--- config.mk ---
export PLATFORM = sky130hd
export DESIGN_NAME = mem_port_ctrl
export DESIGN_NICKNAME = d
export VERILOG_FILES = /design/src/rtl/lc3b_types.sv /design/src/rtl/mem_byte_lane.sv /design/src/rtl/mem_port_ctrl.sv
export SDC_FILE = /design/constraint.sdc
export NUM_CORES = 1
export LEC_CHECK = 0
export CAP_MARGIN = 15
export CORE_UTILIZATION = 37
export DETAILED_ROUTE_END_ITERATION = 10
export PLACE_DENSITY = 0.76
export SYNTH_ARGS = -nofsm -noshare
export SYNTH_HDL_FRONTEND = slang
export SYNTH_HIERARCHICAL = 1
export SYNTH_SLANG_ARGS = --single-unit
--- constraint.sdc ---
create_clock -name clk -period 2.3 [get_ports clk]
set_input_delay 0.23 -clock clk [delete_from_list [all_inputs] [get_ports clk]]
set_output_delay 0.23 -clock clk [all_outputs]
set_load 0.02 [all_outputs]
--- src/rtl/lc3b_types.sv ---
// Shared types for the LC-3b memory port: FSM state encoding and access-size constants.
package lc3b_types;

    typedef enum logic [1:0] {
        ST_IDLE   = 2'd0,
        ST_ACCESS = 2'd1,
        ST_DONE   = 2'd2
    } mem_port_state_t;

    localparam logic ACC_WORD = 1'b0;
    localparam logic ACC_BYTE = 1'b1;

    typedef struct packed {
        logic write;
        logic size;
    } acc_flags_t;

endpackage

--- src/rtl/mem_byte_lane.sv ---
// Combinational byte-lane steering: store replication, byte-enable decode, load extract/zero-extend.
module mem_byte_lane
    import lc3b_types::*;
#(
    parameter  int WIDTH  = 16,
    localparam int LANES  = WIDTH / 8,
    localparam int LANE_W = $clog2(LANES)
) (
    input  logic [LANE_W-1:0] lane,
    input  logic              size,
    input  logic [WIDTH-1:0]  wdata_raw,
    input  logic [WIDTH-1:0]  rdata_raw,
    output logic [WIDTH-1:0]  wdata_lane,
    output logic [LANES-1:0]  byte_enable,
    output logic [WIDTH-1:0]  rdata_ext
);

    logic [7:0] rd_byte;

    // NOTE: every output of a combinational block gets a default first, so no path can infer a latch.
    always_comb begin
        wdata_lane  = wdata_raw;
        byte_enable = '1;
        rd_byte     = rdata_raw[{lane, 3'b000} +: 8];
        rdata_ext   = rdata_raw;
        if (size == ACC_BYTE) begin
            // The memory picks the target byte from the enables, so every lane carries the same byte.
            wdata_lane        = {LANES{wdata_raw[7:0]}};
            byte_enable       = '0;
            byte_enable[lane] = 1'b1;
            rdata_ext         = {{(WIDTH-8){1'b0}}, rd_byte};
        end
    end

endmodule

--- src/rtl/mem_port_ctrl.sv ---
// Memory port controller: IDLE/ACCESS/DONE handshake between datapath and a single-port memory.
// Optional access timeout is enabled by defining MEM_PORT_TIMEOUT_EN.
module mem_port_ctrl
    import lc3b_types::*;
#(
    parameter int WIDTH   = 16,
    parameter int ADDR_W  = 16,
    parameter int TIMEOUT = 255
) (
    input  logic                 clk,
    input  logic                 rst_n,
    input  logic                 req_valid,
    output logic                 req_ready,
    input  logic                 req_write,
    input  logic                 req_byte,
    input  logic [ADDR_W-1:0]    req_addr,
    input  logic [WIDTH-1:0]     req_wdata,
    output logic                 rsp_valid,
    output logic [WIDTH-1:0]     rsp_rdata,
    output logic                 rsp_err,
    output logic                 mem_read,
    output logic                 mem_write,
    output logic [ADDR_W-1:0]    mem_address,
    output logic [WIDTH-1:0]     mem_wdata,
    output logic [WIDTH/8-1:0]   mem_byte_enable,
    input  logic [WIDTH-1:0]     mem_rdata,
    input  logic                 mem_resp
);

    localparam int LANES  = WIDTH / 8;
    localparam int LANE_W = $clog2(LANES);

    mem_port_state_t state, state_next;

    logic [ADDR_W-1:0] mar;
    logic [WIDTH-1:0]  mdr;
    acc_flags_t        flags;

    logic              in_idle, in_access, accept, resp_hit, timeout_hit;
    logic [LANE_W-1:0] lane_sel;
    logic              size_sel;
    logic [WIDTH-1:0]  lane_wdata, lane_rdata;
    logic [LANES-1:0]  lane_be;

    assign in_idle   = (state == ST_IDLE);
    assign in_access = (state == ST_ACCESS);
    assign accept    = in_idle && req_valid;
    assign resp_hit  = in_access && mem_resp;

    // One steering instance serves both phases: request fields while idle, latched MAR/flags afterwards.
    assign lane_sel = in_idle ? req_addr[LANE_W-1:0] : mar[LANE_W-1:0];
    assign size_sel = in_idle ? req_byte : flags.size;

    mem_byte_lane #(.WIDTH(WIDTH)) u_lane (
        .lane        (lane_sel),
        .size        (size_sel),
        .wdata_raw   (req_wdata),
        .rdata_raw   (mem_rdata),
        .wdata_lane  (lane_wdata),
        .byte_enable (lane_be),
        .rdata_ext   (lane_rdata)
    );

`ifdef MEM_PORT_TIMEOUT_EN
    localparam int CNT_W = $clog2(TIMEOUT + 1);

    logic [CNT_W-1:0] to_cnt;
    logic             err_q;

    // Count holds the number of ACCESS cycles already spent, so the abort lands on cycle TIMEOUT.
    assign timeout_hit = in_access && !mem_resp && (to_cnt == CNT_W'(TIMEOUT - 1));

    always_ff @(posedge clk or negedge rst_n) begin
        if (!rst_n) begin
            to_cnt <= '0;
            err_q  <= 1'b0;
        end else begin
            to_cnt <= in_access ? to_cnt + 1'b1 : '0;
            if (accept)
                err_q <= 1'b0;
            else if (timeout_hit)
                err_q <= 1'b1;
        end
    end

    assign rsp_err = (state == ST_DONE) && err_q;
`else
    logic unused_timeout_cfg;

    assign unused_timeout_cfg = (TIMEOUT == 0);
    assign timeout_hit        = 1'b0;
    assign rsp_err            = 1'b0;
`endif

    // NOTE: sequential state uses non-blocking assignments so every flop samples pre-edge values.
    always_ff @(posedge clk or negedge rst_n) begin
        if (!rst_n)
            state <= ST_IDLE;
        else
            state <= state_next;
    end

    always_comb begin
        state_next = state;
        unique case (state)
            ST_IDLE:   if (req_valid) state_next = ST_ACCESS;
            ST_ACCESS: if (mem_resp || timeout_hit) state_next = ST_DONE;
            ST_DONE:   state_next = ST_IDLE;
            default:   state_next = ST_IDLE;
        endcase
    end

    // MDR is cleared for stores and aborts so rsp_rdata can simply present it in DONE.
    always_ff @(posedge clk or negedge rst_n) begin
        if (!rst_n) begin
            mar   <= '0;
            mdr   <= '0;
            flags <= '{write: 1'b0, size: ACC_WORD};
        end else if (accept) begin
            mar   <= req_addr;
            mdr   <= lane_wdata;
            flags <= '{write: req_write, size: req_byte};
        end else if (resp_hit) begin
            mdr <= flags.write ? '0 : lane_rdata;
        end else if (timeout_hit) begin
            mdr <= '0;
        end
    end

    assign req_ready       = in_idle;
    assign mem_read        = in_access && !flags.write;
    assign mem_write       = in_access && flags.write;
    assign mem_address     = mar;
    assign mem_wdata       = mdr;
    assign mem_byte_enable = in_access ? lane_be : '0;
    assign rsp_valid       = (state == ST_DONE);
    assign rsp_rdata       = (state == ST_DONE) ? mdr : '0;

endmodule
==> results.yml <==
synth:
  synth_fa_ha_area_frac: 0
  avgSynthCellArea_um2: 12.50
  synthXorXnorAreaFrac: 0
  synth_mux_area_frac: 0.3637
  async_reset_ff_frac: 1.000
  synth_top_family_by_area: "multiplexers"
  synth_warnings: 6
  syn_area_um2: 2226
  synth_edf_count: 0
  synthCells: 178
  ys_types: 18
  synth_seq_cells: 36
  synthesis.nets: 232
  yosys.area_share.simple: 0.1585
  synth_seq_area_share: 0.4047
  synth_compound_area_frac: 0.003373
  synth-main-ff-cell: "dfrtp_1"
routing:
  drt-total-wl_mm: 5.220
  drt_pre_antenna_iters: 2
  vias: 1678
  wl_per_cell_um: 14.62
  drtIter0Drc: 22
  antenna_left: 0
  vias_per_cell: 4.700
  drc: 0
worst_setup_path:
  crit_type: "reg2reg"
  r2r-start: "state[1]"
  critPathLaunch: "state[1]"
  endpoint_kind: "flip-flop"
  critPathArrivalTime_ps: 2370
  required_ps: 2480
  cp-start-kind: "flip-flop"
  path_max_fanout: 9
sta:
  hold-worst-slack_ps: 38.13
  rsz0062_at_grt: "no"
  min_period_over_period: 0.9553
  fin_crit_ps: 2197
  setup_viol: 0
  tightest_slew_ps: 830.7
  finalHoldViolCount: 0
  fmax_mhz: 455.1
  slew_violations: 0
  clock_skew_ps: 6.987
  slew_headroom: 0.4462
  fin_setup_tns_ps: 0
floorplan:
  start_util: 0.3945
  die_w_um: 79.56
  ioPinCount: 109
  coreArea_um2: 5642
  rows: 27
  die_y_um: 79.56
  dieArea_um2: 6330
clock_tree:
  clkLatencyLatePin_ps: 290
  cts_tree: "yes"
  clk_pin_slew_ps: 70
  htree_levels: 2
  clock_path_buffers: 2
  cts.sinks: 36
  cts-root-buf: "clkbuf_8"
  cts_buffers: 5
  cts_hold_buf: 0
finish:
  final_cell_area_um2: 3422
  n_antenna_cell: 0
  final_cell_mix: "clkdlybuf4s50_1 (104), mux2_2 (48), dfrtp_1 (35)"
  area_delta_synth_final_pct: 53.74
  ff_latch_area_um2: 902.1
  layout.cells.non_filler: 357
  layout_commonest_cell: "clkdlybuf4s50_1"
  final_layout_size_suffix_gt1_frac: 0.2807
  multi_input_area_um2: 1184
  nNetsFinal: 338
  fillCellCount: 487
placement:
  place_congestion: 0.7275
  portBuffers: 107
  post_dp_cell_area_um2: 3327
  dp_cells: 349
  place_hpwl_mm: 3.876
power_and_ir_drop:
  peakVddDrop_mv: 0.7471
  leakagePower_nw: 1.431
  p_per_area_nw_per_um2: 1196
worst_hold_path:
  hold_class: "in2async"
status:
  status: "finished clean"
global_route:
  grt_overflow: 0
  grt_max_degree: 37
  grtUsageTotal: 0.1683
  grt_pass1_wl_mm: 8.045
  grt_antenna_before_repair: 0
  first_global_vias: 1738
job:
  drv_cap: 0
[worst paths after layout]
check | cells after the start | slack, ps | end
worst max-delay path | 7 | 100 | mem_wdata[5]
worst min-delay path | 1 | 40 | mem_wdata[15]
worst max register to register | 7 | 100 | mem_wdata[5]
worst min register to register | 1 | 480 | mem_address[15]
max in group asynchronous | 1 | 1700 | state[1]
min in group clk | 1 | 480 | mem_address[15]
[synth_stat cells (2+ instances only)]
master	count	area share
nor2b_1	27	0.076
mux2_1	11	0.056
dfrtp_1	36	0.40
and2_1	20	0.056
mux2_2	48	0.24
mux2_4	9	0.061
buf_6	6	0.030
nor2_1	2	0.0034
buf_4	10	0.034
[worst max-delay path, stage by stage (launching register included)]
cell,delay (ps)
dfrtp_2,430
nor2_4,140
mux2_2,420
nand2_8,130
mux2_4,310
nor2b_1,130
mux2_2,260
mux2_2,260
[repair_timing]
| item | in CTS | in global routing |
|---|---|---|
| gates cloned | 0 | 0 |
| setup buffers | 0 | 0 |
| endpoints found under the setup margin | 2 | 15 |
| gates resized for setup | 2 | 3 |
[area by class of cell]
class | instances | area share
Multi-Input combinational cell | 124 | 0.3459
Timing Repair Buffer | 117 | 0.3378
Sequential cell | 36 | 0.2636
Clock buffer | 8 | 0.02633
Tap cell | 72 | 0.02633
[per-layer routing]
metal | wire [µm] | global-route usage
met5 | 0 | 0
met4 | 73 | 0.06182
met3 | 387 | 0.05257
met2 | 2513 | 0.2897
met1 | 2246 | 0.1944
[metrics by stage]
step,util,total power [mW],worst slack (ps)
floorplan,-,2.667,10.70
global placement,0.5897,3.637,101.2
detailed placement,0.5897,3.679,62.48
CTS,0.6052,4.143,1.918
global route,0.6066,4.339,23.38
finish,0.6066,4.094,102.9
[power by group]
part           internal [mW]  switching (mW)
registers              0.939           0.185
clock network          0.244           0.221
logic                   1.39            1.12
[flip-flops by register name, indices dropped and copies added, names as in the netlist]
register     count
state            2
mem_address     16
flags            2
mem_wdata       16
[logic make-up after synthesis]
logic type | after synthesis
flops | 36
buf+inv | 18
other cells | 1
mux | 69
simple gates | 53
compound gates | 1
Power figures use the tool's default switching activity.
